## config.mk

```make
export PLATFORM = sky130hd
export DESIGN_NAME = uart_echo_buf_flat
export DESIGN_NICKNAME = d
export VERILOG_FILES = /design/src/rtl/uart_echo_buf_if.sv /design/src/rtl/uart_echo_buf.sv /design/src/flat_wrapper.sv
export SDC_FILE = /design/constraint.sdc
export NUM_CORES = 1
export LEC_CHECK = 0
export CAP_MARGIN = 20
export CORE_MARGIN = 2
export CORE_UTILIZATION = 50
export CTS_CLUSTER_DIAMETER = 40
export DETAILED_ROUTE_END_ITERATION = 12
export PLACE_DENSITY_LB_ADDON = 0.05
export SYNTH_ARGS = -nofsm -noshare
export SYNTH_HDL_FRONTEND = slang
export SYNTH_SLANG_ARGS = --single-unit
```

## constraint.sdc

```tcl
create_clock -name clk_i -period 4.45 [get_ports clk_i]
set_input_delay 1.335 -clock clk_i [delete_from_list [all_inputs] [get_ports clk_i]]
set_output_delay 1.335 -clock clk_i [all_outputs]
set_load 0.05 [all_outputs]
```

## src/rtl/uart_echo_buf_if.sv

```systemverilog
// uart_echo_buf_if: serial lines, control inputs and status outputs of the
// UART echo buffer. Optional build macro UART_PARITY_EN adds parity_err_o.
interface uart_echo_buf_if #(
    parameter int FifoDepth     = 16,
    parameter int PrescaleWidth = 16
);
    logic [PrescaleWidth-1:0]   prescale_i;
    logic                       rx_data_i;
    logic                       tx_data_o;
    logic                       tx_pause_i;
    logic                       clear_i;
    logic [$clog2(FifoDepth):0] fifo_count_o;
    logic                       overflow_o;
    logic                       frame_err_o;
    logic                       rx_busy_o;
    logic                       tx_busy_o;
`ifdef UART_PARITY_EN
    logic                       parity_err_o;
`endif

    // master is whatever sits in front of the block (board top, bench)
    modport master (
        output prescale_i, rx_data_i, tx_pause_i, clear_i,
        input  tx_data_o, fifo_count_o, overflow_o, frame_err_o, rx_busy_o, tx_busy_o
`ifdef UART_PARITY_EN
        , input parity_err_o
`endif
    );

    // slave is the echo buffer itself
    modport slave (
        input  prescale_i, rx_data_i, tx_pause_i, clear_i,
        output tx_data_o, fifo_count_o, overflow_o, frame_err_o, rx_busy_o, tx_busy_o
`ifdef UART_PARITY_EN
        , output parity_err_o
`endif
    );
endinterface

```

## src/rtl/uart_echo_buf.sv

```systemverilog
// uart_echo_buf: 8x-oversampled UART RX -> FIFO -> UART TX echo path with a
// runtime baud prescaler, TX pause, sticky error flags and FIFO occupancy.
// Build macro UART_PARITY_EN adds an even-parity bit on both directions and
// the sticky parity_err_o flag.
module uart_echo_buf #(
    parameter int DataWidth     = 8,
    parameter int FifoDepth     = 16,
    parameter int PrescaleWidth = 16
) (
    input  logic           clk_i,
    input  logic           reset_ni,
    uart_echo_buf_if.slave bus
);
    localparam int PtrWidth = $clog2(FifoDepth);
    localparam int CntWidth = PtrWidth + 1;
    localparam int BitWidth = $clog2(DataWidth);
    localparam logic [BitWidth-1:0]      LastBit   = BitWidth'(DataWidth - 1);
    localparam logic [BitWidth-1:0]      BitOne    = BitWidth'(1);
    localparam logic [CntWidth-1:0]      FullCount = CntWidth'(FifoDepth);
    localparam logic [PrescaleWidth-1:0] POne      = PrescaleWidth'(1);

    // a prescale of zero would never tick, so it runs as one
    logic [PrescaleWidth-1:0] presc_eff;
    assign presc_eff = (bus.prescale_i == '0) ? POne : bus.prescale_i;

    // ---------------- RX line synchroniser ----------------
    logic rx_meta, rx_sync, rx_prev;

    // two synchroniser flops, then one history flop for start-edge detection
    always_ff @(posedge clk_i or negedge reset_ni) begin
        if (!reset_ni) begin
            rx_meta <= 1'b1;
            rx_sync <= 1'b1;
            rx_prev <= 1'b1;
        end else begin
            rx_meta <= bus.rx_data_i;
            rx_sync <= rx_meta;
            rx_prev <= rx_sync;
        end
    end

    // ---------------- FIFO ----------------
    logic                 push, pop, push_ok, pop_ok, fifo_empty, fifo_full;
    logic [DataWidth-1:0] mem [FifoDepth];
    logic [PtrWidth-1:0]  wr_ptr, rd_ptr;
    logic [CntWidth-1:0]  fifo_count;
    logic [DataWidth-1:0] fifo_head;
    logic [DataWidth-1:0] rx_shift;

    assign fifo_empty = (fifo_count == '0);
    assign fifo_full  = (fifo_count == FullCount);
    assign pop_ok     = pop && !fifo_empty;
    // a full FIFO still accepts a push when the same cycle frees a slot
    assign push_ok    = push && (!fifo_full || pop_ok);
    assign fifo_head  = mem[rd_ptr];

    // storage array, written only on an accepted push
    always_ff @(posedge clk_i) begin
        if (push_ok) mem[wr_ptr] <= rx_shift;
    end

    // pointers and occupancy
    always_ff @(posedge clk_i or negedge reset_ni) begin
        if (!reset_ni) begin
            wr_ptr     <= '0;
            rd_ptr     <= '0;
            fifo_count <= '0;
        end else begin
            if (push_ok) wr_ptr <= wr_ptr + PtrWidth'(1);
            if (pop_ok)  rd_ptr <= rd_ptr + PtrWidth'(1);
            fifo_count <= fifo_count + CntWidth'(push_ok) - CntWidth'(pop_ok);
        end
    end

    // ---------------- RX FSM ----------------
    typedef enum logic [2:0] {
        RX_IDLE, RX_START, RX_DATA,
`ifdef UART_PARITY_EN
        RX_PARITY,
`endif
        RX_STOP, RX_WAIT_HIGH
    } rx_state_e;

    rx_state_e                rx_state, rx_state_d;
    logic [PrescaleWidth-1:0] rx_p, rx_div;
    logic [2:0]               rx_tcnt;
    logic [BitWidth-1:0]      rx_bcnt;
    logic                     rx_tick, rx_mid, rx_end, rx_busy_q, frame_set;
`ifdef UART_PARITY_EN
    logic                     rx_par_bad, par_set;
`endif

    assign rx_tick = (rx_state != RX_IDLE) && (rx_state != RX_WAIT_HIGH) &&
                     (rx_div == rx_p - POne);
    assign rx_mid  = rx_tick && (rx_tcnt == 3'd3);
    assign rx_end  = rx_tick && (rx_tcnt == 3'd7);

    // RX state register
    always_ff @(posedge clk_i or negedge reset_ni) begin
        if (!reset_ni) rx_state <= RX_IDLE;
        else           rx_state <= rx_state_d;
    end

    // RX next state: start at mid-bit, then one sample per 8 ticks
    always_comb begin
        rx_state_d = rx_state;
        case (rx_state)
            RX_IDLE:      if (rx_prev && !rx_sync) rx_state_d = RX_START;
            RX_START:     if (rx_mid) rx_state_d = rx_sync ? RX_IDLE : RX_DATA;
`ifdef UART_PARITY_EN
            RX_DATA:      if (rx_end && rx_bcnt == LastBit) rx_state_d = RX_PARITY;
            RX_PARITY:    if (rx_end) rx_state_d = RX_STOP;
`else
            RX_DATA:      if (rx_end && rx_bcnt == LastBit) rx_state_d = RX_STOP;
`endif
            RX_STOP:      if (rx_end) rx_state_d = rx_sync ? RX_IDLE : RX_WAIT_HIGH;
            RX_WAIT_HIGH: if (rx_sync) rx_state_d = RX_IDLE;
            default:      rx_state_d = RX_IDLE;
        endcase
    end

    // RX outputs: push on a good stop bit, error events otherwise
    always_comb begin
        push      = 1'b0;
        frame_set = 1'b0;
`ifdef UART_PARITY_EN
        par_set   = (rx_state == RX_PARITY) && rx_end && (rx_sync != ^rx_shift);
        push      = (rx_state == RX_STOP) && rx_end && rx_sync && !rx_par_bad;
`else
        push      = (rx_state == RX_STOP) && rx_end && rx_sync;
`endif
        frame_set = (rx_state == RX_STOP) && rx_end && !rx_sync;
    end

    // RX datapath: tick divider, tick/bit counters, shift register
    always_ff @(posedge clk_i or negedge reset_ni) begin
        if (!reset_ni) begin
            rx_p       <= POne;
            rx_div     <= '0;
            rx_tcnt    <= '0;
            rx_bcnt    <= '0;
            rx_shift   <= '0;
            rx_busy_q  <= 1'b0;
`ifdef UART_PARITY_EN
            rx_par_bad <= 1'b0;
`endif
        end else begin
            rx_busy_q <= (rx_state_d != RX_IDLE);
            // prescale is tracked while idle so the value at departure sticks
            if (rx_state == RX_IDLE) begin
                rx_div <= '0;
                rx_p   <= presc_eff;
            end else begin
                rx_div <= rx_tick ? '0 : rx_div + POne;
            end
            if (rx_state_d != rx_state) rx_tcnt <= '0;
            else if (rx_tick)           rx_tcnt <= rx_tcnt + 3'd1;
            if (rx_state != RX_DATA) begin
                rx_bcnt <= '0;
            end else if (rx_end) begin
                rx_bcnt  <= rx_bcnt + BitOne;
                rx_shift <= {rx_sync, rx_shift[DataWidth-1:1]};
            end
`ifdef UART_PARITY_EN
            if (rx_state == RX_START) rx_par_bad <= 1'b0;
            else if (par_set)         rx_par_bad <= 1'b1;
`endif
        end
    end

    // ---------------- TX FSM ----------------
    typedef enum logic [2:0] {
        TX_IDLE, TX_START, TX_DATA,
`ifdef UART_PARITY_EN
        TX_PARITY,
`endif
        TX_STOP
    } tx_state_e;

    tx_state_e                tx_state, tx_state_d;
    logic [PrescaleWidth-1:0] tx_p, tx_div;
    logic [2:0]               tx_tcnt;
    logic [BitWidth-1:0]      tx_bcnt;
    logic [DataWidth-1:0]     tx_shift, tx_shift_d;
    logic                     tx_tick, tx_end, tx_line_d, tx_data_q, tx_busy_q;
`ifdef UART_PARITY_EN
    logic                     tx_par;
`endif

    assign tx_tick = (tx_state != TX_IDLE) && (tx_div == tx_p - POne);
    assign tx_end  = tx_tick && (tx_tcnt == 3'd7);

    // TX state register
    always_ff @(posedge clk_i or negedge reset_ni) begin
        if (!reset_ni) tx_state <= TX_IDLE;
        else           tx_state <= tx_state_d;
    end

    // TX next state: pause only gates the start of a new frame
    always_comb begin
        tx_state_d = tx_state;
        case (tx_state)
            TX_IDLE:   if (!fifo_empty && !bus.tx_pause_i) tx_state_d = TX_START;
            TX_START:  if (tx_end) tx_state_d = TX_DATA;
`ifdef UART_PARITY_EN
            TX_DATA:   if (tx_end && tx_bcnt == LastBit) tx_state_d = TX_PARITY;
            TX_PARITY: if (tx_end) tx_state_d = TX_STOP;
`else
            TX_DATA:   if (tx_end && tx_bcnt == LastBit) tx_state_d = TX_STOP;
`endif
            TX_STOP:   if (tx_end) tx_state_d = TX_IDLE;
            default:   tx_state_d = TX_IDLE;
        endcase
    end

    // TX outputs: the line level is derived from the next state so the
    // registered pin changes on the same edge as the state
    always_comb begin
        pop        = (tx_state == TX_IDLE) && (tx_state_d == TX_START);
        tx_shift_d = (tx_state == TX_DATA && tx_end) ? (tx_shift >> 1) : tx_shift;
        tx_line_d  = 1'b1;
        case (tx_state_d)
            TX_START:  tx_line_d = 1'b0;
            TX_DATA:   tx_line_d = tx_shift_d[0];
`ifdef UART_PARITY_EN
            TX_PARITY: tx_line_d = tx_par;
`endif
            default:   tx_line_d = 1'b1;
        endcase
    end

    // TX datapath: tick divider, counters, shift register and the line flop
    always_ff @(posedge clk_i or negedge reset_ni) begin
        if (!reset_ni) begin
            tx_p      <= POne;
            tx_div    <= '0;
            tx_tcnt   <= '0;
            tx_bcnt   <= '0;
            tx_shift  <= '0;
            tx_data_q <= 1'b1;
            tx_busy_q <= 1'b0;
`ifdef UART_PARITY_EN
            tx_par    <= 1'b0;
`endif
        end else begin
            tx_data_q <= tx_line_d;
            tx_busy_q <= (tx_state_d != TX_IDLE);
            if (tx_state == TX_IDLE) begin
                tx_div <= '0;
                tx_p   <= presc_eff;
            end else begin
                tx_div <= tx_tick ? '0 : tx_div + POne;
            end
            if (tx_state_d != tx_state) tx_tcnt <= '0;
            else if (tx_tick)           tx_tcnt <= tx_tcnt + 3'd1;
            if (tx_state != TX_DATA) tx_bcnt <= '0;
            else if (tx_end)         tx_bcnt <= tx_bcnt + BitOne;
            tx_shift <= pop ? fifo_head : tx_shift_d;
`ifdef UART_PARITY_EN
            if (pop) tx_par <= ^fifo_head;
`endif
        end
    end

    // ---------------- sticky flags ----------------
    logic overflow_q, frame_err_q;
`ifdef UART_PARITY_EN
    logic parity_err_q;
`endif

    // sticky flags; a new event in the clearing cycle keeps the flag set
    always_ff @(posedge clk_i or negedge reset_ni) begin
        if (!reset_ni) begin
            overflow_q   <= 1'b0;
            frame_err_q  <= 1'b0;
`ifdef UART_PARITY_EN
            parity_err_q <= 1'b0;
`endif
        end else begin
            overflow_q   <= (push && !push_ok) || (overflow_q && !bus.clear_i);
            frame_err_q  <= frame_set || (frame_err_q && !bus.clear_i);
`ifdef UART_PARITY_EN
            parity_err_q <= par_set || (parity_err_q && !bus.clear_i);
`endif
        end
    end

    assign bus.tx_data_o    = tx_data_q;
    assign bus.fifo_count_o = fifo_count;
    assign bus.overflow_o   = overflow_q;
    assign bus.frame_err_o  = frame_err_q;
    assign bus.rx_busy_o    = rx_busy_q;
    assign bus.tx_busy_o    = tx_busy_q;
`ifdef UART_PARITY_EN
    assign bus.parity_err_o = parity_err_q;
`endif
endmodule

```

## src/flat_wrapper.sv

```systemverilog
// flat-port wrapper written by rule: the top's interface ports become plain ports
module uart_echo_buf_flat 
#(
    parameter int DataWidth     = 8,
    parameter int FifoDepth     = 16,
    parameter int PrescaleWidth = 16
)
  (clk_i, reset_ni, bus_prescale_i, bus_rx_data_i, bus_tx_pause_i, bus_clear_i, bus_tx_data_o, bus_fifo_count_o, bus_overflow_o, bus_frame_err_o, bus_rx_busy_o, bus_tx_busy_o);
  uart_echo_buf_if #(.FifoDepth(FifoDepth), .PrescaleWidth(PrescaleWidth)) bus_i ();
  input  logic clk_i;
  input  logic reset_ni;
  input wire logic [$bits(bus_i.prescale_i)-1:0] bus_prescale_i;
  input wire logic [$bits(bus_i.rx_data_i)-1:0] bus_rx_data_i;
  input wire logic [$bits(bus_i.tx_pause_i)-1:0] bus_tx_pause_i;
  input wire logic [$bits(bus_i.clear_i)-1:0] bus_clear_i;
  output wire logic [$bits(bus_i.tx_data_o)-1:0] bus_tx_data_o;
  output wire logic [$bits(bus_i.fifo_count_o)-1:0] bus_fifo_count_o;
  output wire logic [$bits(bus_i.overflow_o)-1:0] bus_overflow_o;
  output wire logic [$bits(bus_i.frame_err_o)-1:0] bus_frame_err_o;
  output wire logic [$bits(bus_i.rx_busy_o)-1:0] bus_rx_busy_o;
  output wire logic [$bits(bus_i.tx_busy_o)-1:0] bus_tx_busy_o;
  assign bus_i.prescale_i = bus_prescale_i;
  assign bus_i.rx_data_i = bus_rx_data_i;
  assign bus_i.tx_pause_i = bus_tx_pause_i;
  assign bus_i.clear_i = bus_clear_i;
  assign bus_tx_data_o = bus_i.tx_data_o;
  assign bus_fifo_count_o = bus_i.fifo_count_o;
  assign bus_overflow_o = bus_i.overflow_o;
  assign bus_frame_err_o = bus_i.frame_err_o;
  assign bus_rx_busy_o = bus_i.rx_busy_o;
  assign bus_tx_busy_o = bus_i.tx_busy_o;
  uart_echo_buf #(.DataWidth(DataWidth), .FifoDepth(FifoDepth), .PrescaleWidth(PrescaleWidth)) u_core (.clk_i(clk_i), .reset_ni(reset_ni), .bus(bus_i));
endmodule
```

==> impl_metrics.env, run 1 <==
export IMPL_outcome="finished clean"
export IMPL_setup_tns_ps=0
export IMPL_worst_slew_pin_slew_ps=866.4
export IMPL_cts_hold_buf=0
export IMPL_cpMostUsedCell="buf_4"
export IMPL_power_mw=7.368
export IMPL_grt_first_pass_wirelength_mm=40.36
export IMPL_final_area_mm2=0.01338
export IMPL_crit_chain="inv_1, ha_1, nor4b_1, a21oi_1, a311oi_1, o2111ai_1, nand4bb_1, buf_4, nor3_1, buf_4, nor3b_1, and2_1"
export IMPL_cpMaxStageDelayCell="nor4b_1"
export IMPL_r2r_cells=12
export IMPL_cp_slowest_stage_delay_ps=600
export IMPL_worstPathMaxFanout=13
export IMPL_cp_depth=12
export IMPL_dpl_instance_area_mm2=0.01208
export IMPL_final_max_slew_viol_count=0
export IMPL_cts_sinks=247
export IMPL_yosys_most_used_dff="edfxtp_1"
export IMPL_holdPathStages=0
export IMPL_yosysWarningCount=0
export IMPL_core_region_area_mm2=0.02257
export IMPL_period_needed_ps=3964
export IMPL_ys_ff_latch=247
export IMPL_routedWlPerCell_um=19.42
export IMPL_rsz0062_at_grt="false"
export IMPL_synth_cell_types=65
export IMPL_cts_resized=0
export IMPL_vias=7267
export IMPL_post_dp_hpwl_mm=16.76
export IMPL_power_density_mw_per_mm2=550.5
export IMPL_drive_above_1_share_pct=14.94
export IMPL_final_util_pct=59.30
export IMPL_io_buffers=30
export IMPL_chipHeight_um=155.2
export IMPL_skew_ps=14.38
export IMPL_ir_drop_mv=0.3417
export IMPL_synthArstFlopShare_pct=48.18
export IMPL_drt_iter0_markers=485
export IMPL_antenna_found_initial=0
export IMPL_drc=0
export IMPL_synth_area_per_cell_um2=12.72
export IMPL_ys_seq_area_share_pct=59.72
export IMPL_worst_hold_slack_ps=357.2
export IMPL_clk_path_buf_depth=3
export IMPL_worstHoldPathType="reg2reg"
export IMPL_drt_wl_total_mm=24.64
export IMPL_p_leak_nw=5.619
export IMPL_setup_viol=0
export IMPL_initial_utilization_pct=50.67
export IMPL_path_delay_family="simple AND/OR/NAND/NOR gates"
export IMPL_cts_reportedPaths_clkPinSlew_ps=50
export IMPL_ant_nets=0
export IMPL_end_kind="flop"
export IMPL_clk_latency_ps=520
export IMPL_path_buf_inv=3
export IMPL_worstSetupPathType="reg2reg"
export IMPL_grt_pass1_vias=7390
export IMPL_finalHoldViolCount=0
export IMPL_io_pins=31
export IMPL_max_freq_mhz=252.3
export IMPL_required_ps=4620
export IMPL_drv_cap=0
export IMPL_synth_edf_count=128
export IMPL_cts_buffers=39
export IMPL_cts_root_buf="clkbuf_16"
export IMPL_final_period_utilization_pct=89.07
export IMPL_diodes=0
export IMPL_routabilityCongestion=0.8946
export IMPL_tritoncts="yes"
export IMPL_placementRows=55
export IMPL_postCtsSetupBuffers=0
export IMPL_syn_area_mm2=0.01144
export IMPL_placed_cells=1196
export IMPL_track_usage_pct=21.25
export IMPL_pre_cts_ws_ps=542.5
export IMPL_first_pass_iters=4
export IMPL_die_area_mm2=0.02410
export IMPL_htreeDepth=2
export IMPL_crit_arrival_ps=4130
export IMPL_final_nets=999
export IMPL_nFillCells=1769
export IMPL_slew_limit_headroom_pct=42.24
export IMPL_die_width_um=155.2
export IMPL_grt_overflow=0
export IMPL_area_delta_synth_final_pct=17.04
export IMPL_final_cell_count_no_fill=1269
export IMPL_drt_vias_per_instance=5.727
export IMPL_postSynthCellCount=899
export IMPL_synth_nets=945
export IMPL_start_kind="flop"
export IMPL_layout_setup_ws_ps=486.5
export IMPL_grt_start_max_net_pins=65
## kinds of logic (layout without fill, tap and decap cells)
family                   Yosys count  in the layout  share of synthesized area (%)
other                              1              1                        0.03279
AO/OA/AOI/OAI                    113            113                          6.378
AND/OR/NAND/NOR                  303            303                          13.68
flip-flops                       247            247                          59.72
multiplexers                      81             81                          9.836
XOR/XNOR                          75             75                          5.744
buffers and inverters             54            139                          1.816
adder cells (fa/ha/maj)           25             25                          2.801
## where the power goes
part           leakage, nW  internal, mW  switching [mW]
registers             3.01          2.61           0.382
logic                 1.99         0.661           0.769
clock network        0.613          1.82            1.12
total                 5.62          5.09            2.28
## layer usage
| metal | track usage, % | part of all wire (%) |
|---|---|---|
| met5 | 0 | 0 |
| met4 | 6.509 | 2.4 |
| met3 | 3.733 | 4.2 |
| met2 | 32.36 | 45 |
| met1 | 31.51 | 48 |
## synthesized netlist by cell type (all sizes together) (7+ instances only)
library cell / count / area, um^2
a21oi: 27 / 135.1
and2: 14 / 87.58
and3: 18 / 112.6
clkbuf: 21 / 78.83
dfrtp: 113 / 2828
edfxtp: 128 / 3844
ha: 24 / 300.3
inv: 28 / 105.1
mux2: 31 / 349.1
mux2i: 28 / 280.3
mux4: 22 / 495.5
nand2: 93 / 349.1
nand2b: 9 / 56.30
nand3: 29 / 145.1
nand4: 7 / 58.81
nor2: 69 / 259.0
nor3: 13 / 65.06
nor4: 9 / 86.33
o21ai: 37 / 185.2
or3: 10 / 62.56
xnor2: 40 / 350.3
xor2: 35 / 306.5
## registers in the layout, indices dropped and copies added, names as in the netlist, 4 cells and up
signal                   cells
u_core.mem                 128
u_core.rx_div               16
u_core.rx_p                 16
u_core.tx_div               16
u_core.tx_p                 16
u_core.rx_shift              8
u_core.tx_shift              8
u_core.bus.fifo_count_o      5
u_core.rd_ptr                4
u_core.wr_ptr                4
## layout by cell type (no fill, tap or decap), drive strengths merged, types with 11 or more instances in the layout
master	instances
a21oi	27
and2	14
and3	18
clkbuf	46
clkdlybuf4s50	29
clkinv	11
dfrtp	113
edfxtp	128
ha	24
inv	35
mux2	31
mux2i	28
mux4	22
nand2	93
nand3	29
nor2	69
nor3	13
o21ai	37
xnor2	40
xor2	35
## cell type report
cell class	instances	area, um^2	share of cell area [%]
flip-flops and latches	247	6830	51.03
repair buffers	39	377.9	2.823
inverters	28	105.1	0.7853
clock inverters	26	249.0	1.860
well taps	285	356.6	2.664
multi-input cells	598	4422	33.04
clock buffers	46	1044	7.797
## final timing paths
path                                start  slack [ps]                to
max                        u_core.rx_p[1]         490  u_core.mem[3][2]
min reg2reg                u_core.rx_meta         360    u_core.rx_sync
max reg2reg                u_core.rx_p[1]         490  u_core.mem[3][2]
min                        u_core.rx_meta         360    u_core.rx_sync
min in group asynchronous        reset_ni         870  u_core.rd_ptr[3]
max in group asynchronous        reset_ni        2730    u_core.rx_meta
Power figures use the tool's default switching activity.
==> inputs of run 2 (changes only) <==
Settings changed: SLEW_MARGIN set to 10.
==> results of run 2 <==
Final layout, timing and power as in run 1 (identical DEF).
==> inputs of run 3 (changes only) <==
--- a/constraint.sdc
+++ b/constraint.sdc
@@ -3,2 +3,2 @@
 set_output_delay 1.335 -clock clk_i [all_outputs]
-set_load 0.05 [all_outputs]
+set_load 0.02 [all_outputs]
==> results of run 3 <==
The final DEF is identical to that of run 1. Status: finished clean.
Among the figures that moved: total power 7.368 mW -> 7.305 mW; worst IR drop on VDD 0.3417 mV -> 0.3196 mV
